**src/rtl/fp_posit_serial_mul.sv**
```systemverilog
// Bit-serial multiplier: an FP activation times a posit weight that arrives MSB first.
// Build option FP_POSIT_SPECIAL_EN also flags activation zero/NaR from its exponent field.
module fp_posit_serial_mul #(
    parameter int ACT_WIDTH = 16,
    parameter int EXP_WIDTH = 5,
    parameter int MAN_WIDTH = 10,
    parameter int MAX_PREC  = 8,
    parameter int ES        = 1,
    localparam int FMAX = MAX_PREC - 3 - ES,
    localparam int PW   = MAN_WIDTH + 2 + FMAX,
    localparam int EW   = EXP_WIDTH + 6
) (
    input  logic                 clk,
    input  logic                 rst,
    input  logic [ACT_WIDTH-1:0] act,
    input  logic                 w,
    input  logic                 valid,
    input  logic                 set,
    input  logic [3:0]           precision,
    output logic                 busy,
    output logic                 out_valid,
    output logic                 sign_out,
    output logic [EW-1:0]        exp_out,
    output logic [PW-1:0]        mant_out,
    output logic                 zero_out,
    output logic                 NaR_out
);
    localparam int EB = (ES > 0) ? ES : 1;

    typedef enum logic [1:0] {IDLE, REGIME, EXP, FRAC} state_t;

    state_t               state, nx_state;
    logic [4:0]           cnt, nx_cnt, n_lat, prec_c;
    logic [4:0]           run, nx_run, f_cnt, nx_f;
    logic [1:0]           e_cnt, nx_ecnt;
    logic [EB-1:0]        e_val, nx_e;
    logic                 a_sign, nx_a_sign, p_sign, nx_p_sign;
    logic                 r0, nx_r0, nz, nx_nz, last;
    logic [EXP_WIDTH-1:0] a_exp, nx_a_exp;
    logic [MAN_WIDTH-1:0] a_man, nx_a_man;
    logic [PW-1:0]        acc, nx_acc;

    logic [EW-1:0]        k_v, x_v;
    logic [PW-1:0]        m_v;
    logic                 a_zero, a_nar, res_zero, res_nar;

    assign busy = (state != IDLE);

    always_comb begin
        prec_c = {1'b0, precision};
        if ({1'b0, precision} < 5'd3)
            prec_c = 5'd3;
        else if ({1'b0, precision} > 5'(MAX_PREC))
            prec_c = 5'(MAX_PREC);
    end

    // Next-state of the word decoder, including the bit being presented this cycle.
    always_comb begin
        nx_state  = state;
        nx_cnt    = cnt;
        nx_run    = run;
        nx_f      = f_cnt;
        nx_ecnt   = e_cnt;
        nx_e      = e_val;
        nx_a_sign = a_sign;
        nx_a_exp  = a_exp;
        nx_a_man  = a_man;
        nx_p_sign = p_sign;
        nx_r0     = r0;
        nx_nz     = nz;
        nx_acc    = acc;
        last      = 1'b0;
        if (!valid) begin
            nx_state = IDLE;
        end else begin
            case (state)
                IDLE: begin
                    nx_a_sign = act[ACT_WIDTH-1];
                    nx_a_exp  = act[MAN_WIDTH +: EXP_WIDTH];
                    nx_a_man  = act[MAN_WIDTH-1:0];
                    nx_acc    = PW'({1'b1, act[MAN_WIDTH-1:0]});
                    nx_p_sign = w;
                    nx_nz     = 1'b0;
                    nx_run    = 5'd0;
                    nx_r0     = 1'b0;
                    nx_e      = '0;
                    nx_ecnt   = 2'd0;
                    nx_f      = 5'd0;
                    nx_cnt    = 5'd1;
                    nx_state  = REGIME;
                end
                REGIME: begin
                    nx_nz = nz | w;
                    if (run == 5'd0) begin
                        nx_r0  = w;
                        nx_run = 5'd1;
                    end else if (w == r0) begin
                        nx_run = run + 5'd1;
                    end else begin
                        nx_state = (ES == 0) ? FRAC : EXP;
                    end
                end
                EXP: begin
                    nx_nz   = nz | w;
                    nx_e    = EB'((e_val << 1) | EB'(w));
                    nx_ecnt = e_cnt + 2'd1;
                    if (e_cnt + 2'd1 == 2'(ES))
                        nx_state = FRAC;
                end
                FRAC: begin
                    nx_nz  = nz | w;
                    nx_acc = (acc << 1) + (w ? PW'({1'b1, a_man}) : '0);
                    nx_f   = f_cnt + 5'd1;
                end
                default: nx_state = IDLE;
            endcase
            if (state != IDLE) begin
                nx_cnt = cnt + 5'd1;
                if (cnt == n_lat - 5'd1) begin
                    last     = 1'b1;
                    nx_state = IDLE;
                end
            end
        end
    end

    // Result assembly; exponent math is modulo 2^EW, i.e. two's complement.
    always_comb begin
        k_v = nx_r0 ? (EW'(nx_run) - EW'(1)) : (EW'(0) - EW'(nx_run));
        x_v = EW'(nx_a_exp) + (k_v << ES) + (EW'(nx_e) << (2'(ES) - nx_ecnt));
        m_v = nx_acc << (5'(FMAX) - nx_f);
`ifdef FP_POSIT_SPECIAL_EN
        a_zero = (nx_a_exp == '0);
        a_nar  = &nx_a_exp;
`else
        a_zero = 1'b0;
        a_nar  = 1'b0;
`endif
        res_nar  = (!nx_nz && nx_p_sign) || a_nar;
        res_zero = ((!nx_nz && !nx_p_sign) || a_zero) && !res_nar;
    end

    always_ff @(posedge clk or negedge rst) begin
        if (!rst) begin
            state     <= IDLE;
            cnt       <= 5'd0;
            n_lat     <= 5'(MAX_PREC);
            run       <= 5'd0;
            f_cnt     <= 5'd0;
            e_cnt     <= 2'd0;
            e_val     <= '0;
            a_sign    <= 1'b0;
            a_exp     <= '0;
            a_man     <= '0;
            p_sign    <= 1'b0;
            r0        <= 1'b0;
            nz        <= 1'b0;
            acc       <= '0;
            out_valid <= 1'b0;
            sign_out  <= 1'b0;
            exp_out   <= '0;
            mant_out  <= '0;
            zero_out  <= 1'b0;
            NaR_out   <= 1'b0;
        end else begin
            state     <= nx_state;
            cnt       <= nx_cnt;
            run       <= nx_run;
            f_cnt     <= nx_f;
            e_cnt     <= nx_ecnt;
            e_val     <= nx_e;
            a_sign    <= nx_a_sign;
            a_exp     <= nx_a_exp;
            a_man     <= nx_a_man;
            p_sign    <= nx_p_sign;
            r0        <= nx_r0;
            nz        <= nx_nz;
            acc       <= nx_acc;
            out_valid <= last;
            if (set && state == IDLE)
                n_lat <= prec_c;
            if (last) begin
                sign_out <= nx_a_sign ^ nx_p_sign;
                zero_out <= res_zero;
                NaR_out  <= res_nar;
                exp_out  <= (res_zero || res_nar) ? '0 : x_v;
                mant_out <= (res_zero || res_nar) ? '0 : m_v;
            end
        end
    end
endmodule
```
**config.mk**
```make
export PLATFORM = sky130hd
export DESIGN_NAME = fp_posit_serial_mul
export DESIGN_NICKNAME = d
export VERILOG_FILES = /design/src/rtl/fp_posit_serial_mul.sv
export SDC_FILE = /design/constraint.sdc
export NUM_CORES = 1
export LEC_CHECK = 0
export ABC_AREA = 1
export BUFFER_PORTS_ARGS = -buffer_cell sky130_fd_sc_hd__buf_2
export CAP_MARGIN = 40
export CELL_PAD_IN_SITES_DETAIL_PLACEMENT = 0
export CELL_PAD_IN_SITES_GLOBAL_PLACEMENT = 1
export CORE_ASPECT_RATIO = 0.75
export CORE_UTILIZATION = 40
export DETAILED_ROUTE_END_ITERATION = 10
export PLACE_DENSITY_LB_ADDON = 0.1
export SLEW_MARGIN = 20
export SYNTH_ARGS = -nofsm -noshare
export SYNTH_HDL_FRONTEND = slang
export SYNTH_SLANG_ARGS = --single-unit
```
**constraint.sdc**
```tcl
create_clock -name clk -period 3.25 [get_ports clk]
set_input_delay 0.325 -clock clk [delete_from_list [all_inputs] [get_ports clk]]
set_output_delay 0.325 -clock clk [all_outputs]
set_load 0.005 [all_outputs]
```
Yosys cells after proc, flatten, opt, wreduce, memory -nomap -nowiden

Index checks and enable logic that the tools add are counted.

Equality and inequality tests: 6
Order comparisons: 2
Mux-type cells: 41
Reductions and logical operators: 15
Bitwise operators: 2
Shifts and indexed selects: 2
Add/subtract/negate cells: 12

Operators by type and width:

| kind                | number |
|---|---|
| $mux 5              | 9 |
| $mux 16             | 2 |
| $pmux 16 s2         | 1 |
| $mux 11             | 2 |
| $pmux 5 s2          | 2 |
| $add 16x11->16      | 1 |
| $shl 16x5->16       | 1 |
| $add 5x1->5 const B | 3 |
| $mux 2              | 7 |
| $add 11x11->11      | 1 |
| $add 5x11->11       | 1 |
| $mux 1              | 11 |
| $shl 1x2->11        | 1 |
| $mux 10             | 1 |
| $pmux 1 s2          | 3 |
| $pmux 2 s3          | 1 |
| $sub 1x5->6 const A | 1 |
| $sub 5x1->6 const B | 1 |
| $eq 5x5->1          | 1 |
| $logic_not 5->1     | 1 |
| $sub 3x5->5 const A | 1 |
| $sub 5x1->5 const B | 1 |
| $eq 2x1->1 const B  | 2 |
| $eq 2x2->1 const B  | 2 |
| 16 further kinds    | 23 |

Output and inout port bits: 32
Bits of input ports: 25
Flip-flop bits (word level): 91

Depth between registers and ports, before layout

Gate-level depths: netlist (run 1).

Depth in word-level cells: 10
Mapped depth: 24
Mapped depth without buffers: 24

Worst setup path before layout (run 1)

Ideal clock, no wire load.

Path kind: reg2reg
From: register state[0]
To: register exp_out[7]
Arrival: 3.496 ns
Path slack: -0.364 ns
Buffers on the path: 0
Stages on the path, launching flop included: 19
Setup time: 0.118 ns
Cells stage by stage: dfrtp_1 -> inv_1 -> ha_1 -> nand2_1 -> inv_2 -> nor2_1 -> inv_1 -> o21ai_0 -> inv_1 -> ha_1 -> xnor2_1 -> fa_1 -> fa_1 -> o31ai_1 -> nand2_1 -> nand2_1 -> nor2_1 -> nand2_1 -> nand2_1

Elaborated cells on any way between the ends: 37
Those cells by class: add/sub (5); eq/ne (3); shift (1); mux (18); reduce/logical (10)

RTL lines:

| what                                                 | RTL line | source |
|---|---|---|
| start: declaration                                   | 32       | `state_t state, nx_state;` |
| start signal: assignment                             | 166      | `state <= nx_state;` |
| $eq 2x1->1 / $logic_not 2->1 (equally long branches) | 76       | `case (state)` |
| $pmux 5 s2 *                                         | 76       |  |
| $mux 5 *                                             | 73       | `if (!valid) begin` |
| via nx_run[1]                                        | 34       | `logic [4:0] run, nx_run, f_cnt, nx_f;` |
| $sub 1x5->6 / $sub 5x1->6 (equally long branches)    | 129      | `k_v = nx_r0 ? (EW'(nx_run) - EW'(1)) : (EW'(0) - EW'(nx_run));` |
| $mux 10 *                                            | 129      |  |
| $add 5x11->11 *                                      | 130      | `x_v = EW'(nx_a_exp) + (k_v << ES) + (EW'(nx_e) << (2'(ES) - nx_ecnt));` |
| $add 11x11->11 *                                     | 130      |  |
| $mux 11 *                                            | 186      | `exp_out <= (res_zero \|\| res_nar) ? '0 : x_v;` |
| end signal: assignment                               | 186      |  |
| end: declaration                                     | 23       | `output logic [EW-1:0] exp_out,` |

The timed path passes the listed nets; every way through them passes the cells marked *.
A chain may end at the register's enable or synchronous reset.

Worst setup path after layout (run 1)

From: register run[1]
To: register exp_out[6]

Cells in the longest elaborated chain, start to end: 10
Elaborated cells on any way between the ends: 15
Those cells by class: add/sub (5); mux (9); reduce/logical (1)

RTL lines:

| what                                              | RTL line | source |
|---|---|---|
| start: declaration                                | 34       |  |
| start signal: assignment                          | 168      | `run <= nx_run;` |
| $add 5x1->5                                       | 98       | `nx_run = run + 5'd1;` |
| $mux 5                                            | 97       | `end else if (w == r0) begin` |
| $mux 5                                            | 94       | `if (run == 5'd0) begin` |
| $pmux 5 s2                                        | 76       |  |
| $mux 5 *                                          | 73       |  |
| via nx_run[1]                                     | 34       |  |
| $sub 1x5->6 / $sub 5x1->6 (equally long branches) | 129      |  |
| $mux 10 *                                         | 129      |  |
| $add 5x11->11 *                                   | 130      |  |
| $add 11x11->11 *                                  | 130      |  |
| $mux 11 *                                         | 186      |  |

Marks and branches as above.

==> out/qor.yml, run 1 <==
logic_synthesis:
  synth-seq-cells: 90
  synth_cell_type_count: 40
  syn-cell-area_mm2: 0.00598
  syn_nets: 895
  synthArstFlopShare_pct: 100
  synthSimpleGateAreaFrac_pct: 33.2
  synth_flop_cell: "dfrtp_1"
  muxShareOfSynthArea_pct: 0.167
  ys_seq_area_share_pct: 37.7
  synthCells: 835
  synth_top_family_by_area: "simple AND/OR/NAND/NOR gates"
  synth_area_per_cell_um2: 7.16
  synth_fa_ha_area_share_pct: 7.95
  ys_warn_count: 0
  synth_edf_count: 0
  synth-compound-area-share_pct: 8.77
  netlist_top_cells_count: "nand2_1, nand3_1, inv_1"
  synth_most_common_cell: "nand2_1"
  synth-xor-area-share_pct: 3.24
  yosysTopAreaCell: "dfrtp_1"
  yosys-top-cells-area: "dfrtp_1, nand2_1, nand3_1"
  synth_top_area_share_pct: 37.3
floorplan:
  die-area_mm2: 0.0154
  start_util_pct: 41.1
  die_h_um: 108
  die_width_um: 143
  core_area_mm2: 0.0145
  pin_count: 57
  num_rows: 38
place:
  port_buffers: 56
  gp_congestion: 0.884
  hpwl_um: 12600
  dpl_worst_slack_ps: -160
  post-place-cells: 1123
sta:
  layout_setup_ws_ps: -188
  hold-worst-slack_ps: 186
  hold_viol: 0
  maxSlewHeadroom_pct: 66.4
  finalSetupViolations: 7
  slew_violations: 0
  finClkSkew_ps: 6.66
  tightest_slew_ps: 499
  period_share_pct: 106
  layout_min_cycle_time_ps: 3440
  rsz0062_at_grt: "true"
  max_freq_mhz: 291
critical_path:
  ff2ff_path_depth: 24
  crit_fanout: 4
  start_kind: "flop"
  r2r_setup_slack_ps: -190
  critPathRequiredTime_ps: 3540
  timing.rr.end: "exp_out[6]"
  critPathKind: "flop to flop"
  regToRegStartpoint: "run[1]"
  cp.arrival_ps: 3730
  end_kind: "flop"
route:
  routed-wl-met3_um: 736
  drtIter0Drc: 330
  m1WireLength_um: 9010
  drt_pass1_iterations: 6
  wirelength_um: 16700
  wl_per_cell_um: 14.5
  postRouteAntennaNets: 0
  vias: 5604
  top_layer: "met4"
  vias_per_cell: 4.86
  drc: 0
  met2_length_um: 6820
grt:
  grt_remaining_overflow: 0
  grt_max_degree: 59
  grt_pass1_wl_um: 27600
  antenna_found_initial: 0
  track_usage_pct: 23.5
  grt_pass1_vias: 5434
outcome:
  violations: "negative setup slack"
  status: "finished with violations"
clock_network:
  clockRootBuffer: "clkbuf_16"
  insertion_delay_ps: 350
  cts_tree: "yes"
  cts_buffers: 9
  clockBufferDepth: 2
  cts.clk_slew.worst_paths_ps: 70
  htreeDepth: 3
  cts_sinks: 90
min_path:
  min_path_type: "primary input to flop"
  holdCritStartpoint: "act[3]"
  whs_endpoint: "a_man[3]"
  worstHoldPathCells: 3
layout:
  drive_gt1_share_pct: 23.3
  fin_nets: 1008
  fin_cells: 1153
  area_growth_pct: 25.2
  n_antenna_cell: 0
flow_run:
  cap_violations: 0
pwr:
  p_leak_nw: 4.10
  power.density_mw_per_mm2: 1020
  finalPower_mw: 7.61
  peakVddDrop_mv: 0.637
-- per-layer routing --
layer	global-route usage [%]	up-vias
met5	0	-
met4	4.69	0
met3	4.76	13
met2	33.7	115
met1	35.7	2577
li1	-	2899
-- cell families after synthesis --
logic type | after synthesis
and+or+nand+nor | 459
buffers and inverters | 141
DFF | 90
AOI/OAI and AO/OA | 89
adders and majority gates | 35
xor gates and xnor gates | 20
muxes | 1
-- registers in the layout (all words and copies together), names as in the netlist --
signal     flops
a_man         10
NaR_out        1
run            5
r0             1
out_valid      1
a_exp          5
exp_out       11
state          2
p_sign         1
n_lat          4
cnt            5
a_sign         1
e_val          1
e_cnt          2
f_cnt          5
acc           16
nz             1
sign_out       1
zero_out       1
mant_out      16
-- what timing repair did --
action / CTS / global route
pin swaps: 18 / 16
endpoints found under the hold margin: 0 / 14
hold buffers: 0 / 1
gates resized for setup: 25 / 27
setup buffers: 7 / 5
endpoints found under the setup margin: 7 / 8
-- where the power goes --
| part | total [mW] | switching (mW) | internal (mW) |
|---|---|---|---|
| Clock | 1.06 | 0.515 | 0.550 |
| Combinational | 4.85 | 2.86 | 1.99 |
| Sequential | 1.70 | 0.222 | 1.47 |
-- cells in the final DEF, fill, tap and decap left out, drive strengths merged --
cell type and n:
dfrtp 89, mux2i 1, or2 12, nand3b 2, clkbuf 9, xor2 13
a22oi 2, buf 120, o211ai 5, nand2 272, ha 30, o22ai 1
dfstp 1, nor3b 1, fa 5, a211oi 1, nor3 5, dlygate4sd3 1
xnor2 7, clkinv 3, o21ai 40, a21o 1, inv 126, nor2 36
and2 2, a22o 2, o31ai 3, a21oi 31, nand3 119, nand4 10
a21boi 3
-- how the worst max path moves through the flow --
stage / from / end / slack (ps) / depth (start not counted)
global route: run[1] / exp_out[6] / -370 / 24
detailed placement: state[1] / exp_out[7] / -160 / 23
floorplan: state[0] / exp_out[7] / 3 / 19
finish: run[1] / exp_out[6] / -190 / 24
CTS: state[1] / exp_out[6] / -110 / 23
global placement: run[0] / exp_out[6] / -90 / 24
-- area by class of cell --
type | count | area [um^2]
multi-input combinational | 604 | 3400
clock inverter | 7 | 78.8
sequential | 90 | 2250
inverter | 122 | 463
fill | 1464 | 7060
clock buffer | 9 | 225
tap | 200 | 250
timing repair buffer | 121 | 813
-- through the flow --
stage / setup TNS, ps / cell area (um^2) / util [%]
final: -1120 / 7490 / 51.5
after global routing: -2460 / 7490 / 51.5
after CTS: -382 / 7320 / 50.3
after detailed placement: -1020 / 6880 / 47.3
after global placement: -471 / 6880 / 47.3
after floorplan: 0 / 6030 / -
-- critical path, cell delays in order, from the launching register on --
cell,delay (ps)
dfrtp_1,400
inv_2,80
ha_4,130
nand3_4,80
nor2_4,200
nor2_4,50
inv_2,60
a21oi_2,30
o21ai_1,100
o21ai_2,90
inv_1,70
ha_2,160
inv_2,50
xor2_2,170
xor2_1,180
fa_1,500
inv_2,50
ha_4,260
a21oi_4,170
o21ai_2,90
a21oi_2,130
inv_1,50
nor2_1,80
nand2_1,80
nand3_1,90
No activity file was read; power rests on OpenSTA's default activity.
==> run 2, diff against run 1 <==
- ABC_AREA: 1 -> not set
- ABC_CLOCK_PERIOD_IN_PS: not set -> 3250
==> out/qor.yml, run 2 <==
grt:
  grt_pass1_vias: 5504
  grt_pass1_wl_um: 29400
  grt_max_degree: 44
  grt_remaining_overflow: 0
  track_usage_pct: 23.9
  antenna_found_initial: 0
logic_synthesis:
  ys_seq_area_share_pct: 36.5
  syn-cell-area_mm2: 0.00617
  synthCells: 667
  synth_top_area_share_pct: 36.1
  synth-seq-cells: 90
  synth_cell_type_count: 79
  synthArstFlopShare_pct: 100
  yosys-top-cells-area: "dfrtp_1, ha_1, nand2_1"
  netlist_top_cells_count: "dfrtp_1, nand2_1, inv_1"
  synth_most_common_cell: "dfrtp_1"
  synth_area_per_cell_um2: 9.24
  ys_warn_count: 0
  yosysTopAreaCell: "dfrtp_1"
  syn_nets: 727
  synth_edf_count: 0
  synth_flop_cell: "dfrtp_1"
flow_run:
  cap_violations: 0
sta:
  period_share_pct: 116
  finalSetupViolations: 9
  layout_min_cycle_time_ps: 3780
  maxSlewHeadroom_pct: 65.6
  layout_setup_ws_ps: -526
  tightest_slew_ps: 516
  slew_violations: 0
  rsz0062_at_grt: "true"
  max_freq_mhz: 265
  hold_viol: 0
  finClkSkew_ps: 12.8
floorplan:
  die_width_um: 145
  pin_count: 57
  start_util_pct: 41.8
  die_h_um: 110
  num_rows: 38
  core_area_mm2: 0.0147
  die-area_mm2: 0.0159
critical_path:
  slowest_stage: "fa_1"
  r2r_setup_slack_ps: -530
  crit_path_max_incr_delay_ps: 510
  end_kind: "flop"
  cp.arrival_ps: 4050
  start_kind: "flop"
  critPathRequiredTime_ps: 3520
  crit_fanout: 4
  ff2ff_path_depth: 17
  crit_path_frequent_cell: "a21o_1"
  critPathKind: "flop to flop"
  crit_chain: "inv_1 > ha_2 > buf_4 > nor4b_4 > nor2_2 > a32oi_2 > ha_4 > xor2_2 > fa_1 > inv_1 > ha_1 > a21o_1 > a21o_1 > a21o_1 > a21oi_2 > xor2_1 > o31ai_1"
route:
  vias: 5627
  vias_per_cell: 5.49
  postRouteAntennaNets: 0
  drtIter0Drc: 349
  wirelength_um: 17900
  wl_per_cell_um: 17.5
  drt_pass1_iterations: 5
  drc: 0
pwr:
  p_sw_share_pct: 40.8
  power_frac_seq_pct: 24.3
  clockPowerShare_pct: 16.0
  internal_power_mw: 4.14
  peakVddDrop_mv: 0.495
  p_leak_nw: 3.79
  net-switching-power_mw: 2.85
  finalPower_mw: 6.99
  p_comb_share_pct: 59.6
  power.density_mw_per_mm2: 877
min_path:
  min_path_type: "primary input to flop"
  worstHoldPathCells: 2
clock_network:
  htreeDepth: 3
  clockRootBuffer: "clkbuf_16"
  clockBufferDepth: 2
  cts_sinks: 90
  cts_tree: "yes"
  cts.clk_slew.worst_paths_ps: 70
  insertion_delay_ps: 360
  cts_buffers: 9
layout:
  fin_cells: 1025
  fill_cells: 1353
  n_antenna_cell: 0
  layout_common_cells: "buf_4, dfrtp_1, nand2_1"
  area_growth_pct: 29.3
  fin_nets: 880
  stdcell_area_mm2: 0.00797
  top_regs: "acc: 16 flops, mant_out: 16 flops, exp_out: 11 flops"
  layout_commonest_cell: "buf_4"
  drive_gt1_share_pct: 31.0
place:
  gp_congestion: 0.858
  hpwl_um: 13500
  placed_area_mm2: 0.00744
  port_buffers: 56
  post-place-cells: 997
outcome:
  violations: "negative setup slack"
  status: "finished with violations"
run 2: power groups by stage:
stage / logic, mW / registers (mW) / clock network [mW]
2_1_floorplan: 2.30 / 1.65 / 0
3_3_place_gp: 3.66 / 1.70 / 0
3_5_place_dp: 3.71 / 1.71 / 0
4_1_cts: 4.03 / 1.70 / 1.14
5_1_grt: 4.59 / 1.74 / 1.19
6_report: 4.17 / 1.70 / 1.12
run 2: final timing paths:
check                             startpoint          end
worst max register to register        run[0]   exp_out[6]
max in group asynchronous                rst        e_val
worst min register to register   exp_out[10]  exp_out[10]
worst min-delay path            precision[3]     n_lat[0]
worst max-delay path                  run[0]   exp_out[6]
min in group asynchronous                rst       run[3]
run 2: cell type report:
cell class	instances	area (um^2)	area share, %
clock buffer	10	239	3.00
clock inverter	6	72.6	0.910
inverter	45	169	2.12
multi-input combinational	500	3770	47.3
sequential	90	2250	28.3
tap	200	250	3.14
timing repair buffer	174	1220	15.3
run 2: kinds of logic (layout without fill, tap and decap cells):
| group | Yosys count | in the layout | synth area share, % |
|---|---|---|---|
| and+or+nand+nor | 200 | 200 | 16.4 |
| AOI/OAI and AO/OA | 195 | 195 | 22.7 |
| DFF | 90 | 90 | 36.5 |
| buffers and inverters | 77 | 235 | 5.19 |
| muxes | 36 | 36 | 6.49 |
| adders and majority gates | 35 | 35 | 7.71 |
| xor gates and xnor gates | 34 | 34 | 4.95 |
run 2: per-stage QoR:
stage          setup WS (ps)  hold slack (ps)  TNS [ps]  util (%)
4_1_cts                 -507              188     -3480      53.5
3_3_place_gp            -391              329     -3130      50.5
2_1_floorplan           -366             29.4     -1640         -
5_1_grt                 -796              209     -5290      54.1
6_report                -526              195     -3370      54.1
3_5_place_dp            -570              336     -4380      50.5
run 2: what timing repair did:
item | CTS | global route
gates resized for setup | 13 | 11
pin swaps | 19 | 17
gates cloned | 0 | 0
hold endpoints to repair | 33 | 0
hold buffers | 1 | 0
endpoints found under the setup margin | 9 | 21
setup buffers | 8 | 3
run 2: per-layer routing:
layer  vias up  track usage (%)  wire [um]
li1       2729                -          -
met1      2725             36.0       9450
met2       162             34.9       7280
met3        11             4.94       1010
met4         0             5.34        136
met5         -                0          0
run 2: critical path: cells and delay by family (launching register included):
kind	cells	cell delay [ps]
AO/OA/AOI/OAI	6	1240
adder cells (fa/ha/maj)	4	1210
AND/OR/NAND/NOR	2	420
flip-flops	1	380
XOR/XNOR	2	240
buffers and inverters	3	210
==> run 3, diff against run 2 <==
- CELL_PAD_IN_SITES_DETAIL_PLACEMENT: 0 -> not set
- CELL_PAD_IN_SITES_GLOBAL_PLACEMENT: 1 -> not set
- PLACE_DENSITY_LB_ADDON: 0.1 -> not set
==> out/qor.yml, run 3 (synthesis gave the netlist of run 2 again) <==
clock_network:
  htreeDepth: 3
  cts_tree: "yes"
  clockBufferDepth: 2
  cts_buffers: 9
  cts.clk_slew.worst_paths_ps: 70
  clockRootBuffer: "clkbuf_16"
  insertion_delay_ps: 360
  cts_sinks: 90
floorplan:
  die_h_um: 110
  pin_count: 57
  start_util_pct: 41.8
  core_area_mm2: 0.0147
  die_width_um: 145
  num_rows: 38
  die-area_mm2: 0.0159
place:
  hpwl_um: 12900
  gp_congestion: 0.919
  port_buffers: 56
  placed_area_mm2: 0.00734
  post-place-cells: 984
critical_path:
  r2r_setup_slack_ps: -470
  ff2ff_path_depth: 17
  crit_chain: "inv_1 > ha_2 > buf_4 > nor4b_4 > o31ai_1 > a32oi_2 > ha_4 > xor2_1 > fa_1 > inv_1 > ha_1 > a21o_1 > a21o_1 > a21o_1 > a21oi_2 > xor2_1 > o31ai_1"
  end_kind: "flop"
  start_kind: "flop"
  slowest_stage: "fa_1"
  regToRegStartpoint: "run[1]"
  critPathKind: "flop to flop"
  crit_path_max_incr_delay_ps: 510
  timing.rr.end: "exp_out[6]"
  crit_path_frequent_cell: "a21o_1"
  crit_fanout: 4
  critPathRequiredTime_ps: 3520
  cp.arrival_ps: 3990
flow_run:
  cap_violations: 0
layout:
  n_antenna_cell: 0
  stdcell_area_mm2: 0.00782
  layout_common_cells: "buf_4, dfrtp_1, nand2_1"
  top_regs: "acc: 16 flops, mant_out: 16 flops, exp_out: 11 flops"
  fin_nets: 866
  area_growth_pct: 26.8
  drive_gt1_share_pct: 29.8
  layout_commonest_cell: "buf_4"
  finish.utilization_pct: 53.0
  fin_cells: 1011
grt:
  antenna_found_initial: 0
  grt_pass1_wl_um: 29100
  track_usage_pct: 23.2
  grt_max_degree: 55
  grt_pass1_vias: 5570
  grt_remaining_overflow: 0
outcome:
  violations: "negative setup slack"
  status: "finished with violations"
min_path:
  whs_endpoint: "n_lat[0]"
  worstHoldPathCells: 2
  holdCritStartpoint: "precision[3]"
  min_path_type: "primary input to flop"
route:
  vias: 5597
  wirelength_um: 17200
  drt_pass1_iterations: 4
  drc: 0
  wl_per_cell_um: 17.0
  postRouteAntennaNets: 0
  vias_per_cell: 5.54
  drtIter0Drc: 397
sta:
  max_freq_mhz: 269
  period_share_pct: 114
  finalSetupViolations: 9
  layout_setup_ws_ps: -467
  hold-worst-slack_ps: 187
  maxSlewHeadroom_pct: 44.2
  hold_viol: 0
  slew_violations: 0
  rsz0062_at_grt: "true"
  tightest_slew_ps: 826
  layout_min_cycle_time_ps: 3720
  finClkSkew_ps: 13.9
pwr:
  power.density_mw_per_mm2: 862
  p_leak_nw: 3.69
  peakVddDrop_mv: 0.477
==> run 3: stage by stage <==
stage          power, mW  setup WS [ps]  TNS [ps]
3_5_place_dp        5.35           -522     -4320
3_3_place_gp        5.28           -363     -3250
5_1_grt             7.25           -659     -4740
4_1_cts             6.61           -444     -2730
6_report            6.74           -467     -2960
2_1_floorplan       3.95           -366     -1640
==> run 3: area by class of cell <==
cell class                      count  area [um^2]
Fill cell                        1338         6920
Multi-Input combinational cell    500         3750
Sequential cell                    90         2250
Timing Repair Buffer              160         1100
Tap cell                          200          250
Clock buffer                       11          243
Inverter                           45          169
Clock inverter                      5         43.8
==> run 3: routing by layer <==
layer	wire length [um]	GRT usage (%)	vias to the layer above
li1	-	-	2703
met1	9030	35.1	2731
met2	7030	33.6	150
met3	1000	4.81	13
met4	159	5.34	0
met5	0	0	-
==> run 3: worst max-delay path, delay by kind of cell, from the launching register on <==
kind | cells | cell delay [ps]
compound gates | 7 | 1300
xor+xnor | 2 | 240
fa+ha+maj | 4 | 1200
buf+inv | 3 | 210
flops | 1 | 380
simple gates | 1 | 280
==> run 3: worst max path at each step <==
stage               slack [ps]    from  cells after the start    endpoint
CTS                       -440  run[1]                     16  exp_out[6]
detailed placement        -520  run[1]                     16  exp_out[6]
global route              -660  run[1]                     17  exp_out[6]
finish                    -470  run[1]                     17  exp_out[6]
floorplan                 -370  run[0]                     16  exp_out[6]
global placement          -360  run[1]                     16  exp_out[6]
==> run 3: report_power, final <==
| part | switching, mW | total, mW | internal, mW | leakage, nW |
|---|---|---|---|---|
| Clock | 0.487 | 1.04 | 0.551 | 0.141 |
| Sequential | 0.240 | 1.69 | 1.45 | 1.18 |
| Combinational | 2.06 | 4.01 | 1.95 | 2.38 |
| Total | 2.78 | 6.74 | 3.96 | 3.69 |
==> run 3: timing repair <==
item                                    in CTS  in global routing
hold buffers                                 1                  0
endpoints found under the setup margin       9                 15
hold endpoints to repair                    14                  0
resized for setup                           10                 11
setup buffers                                7                  4
pin swaps                                    8                  3
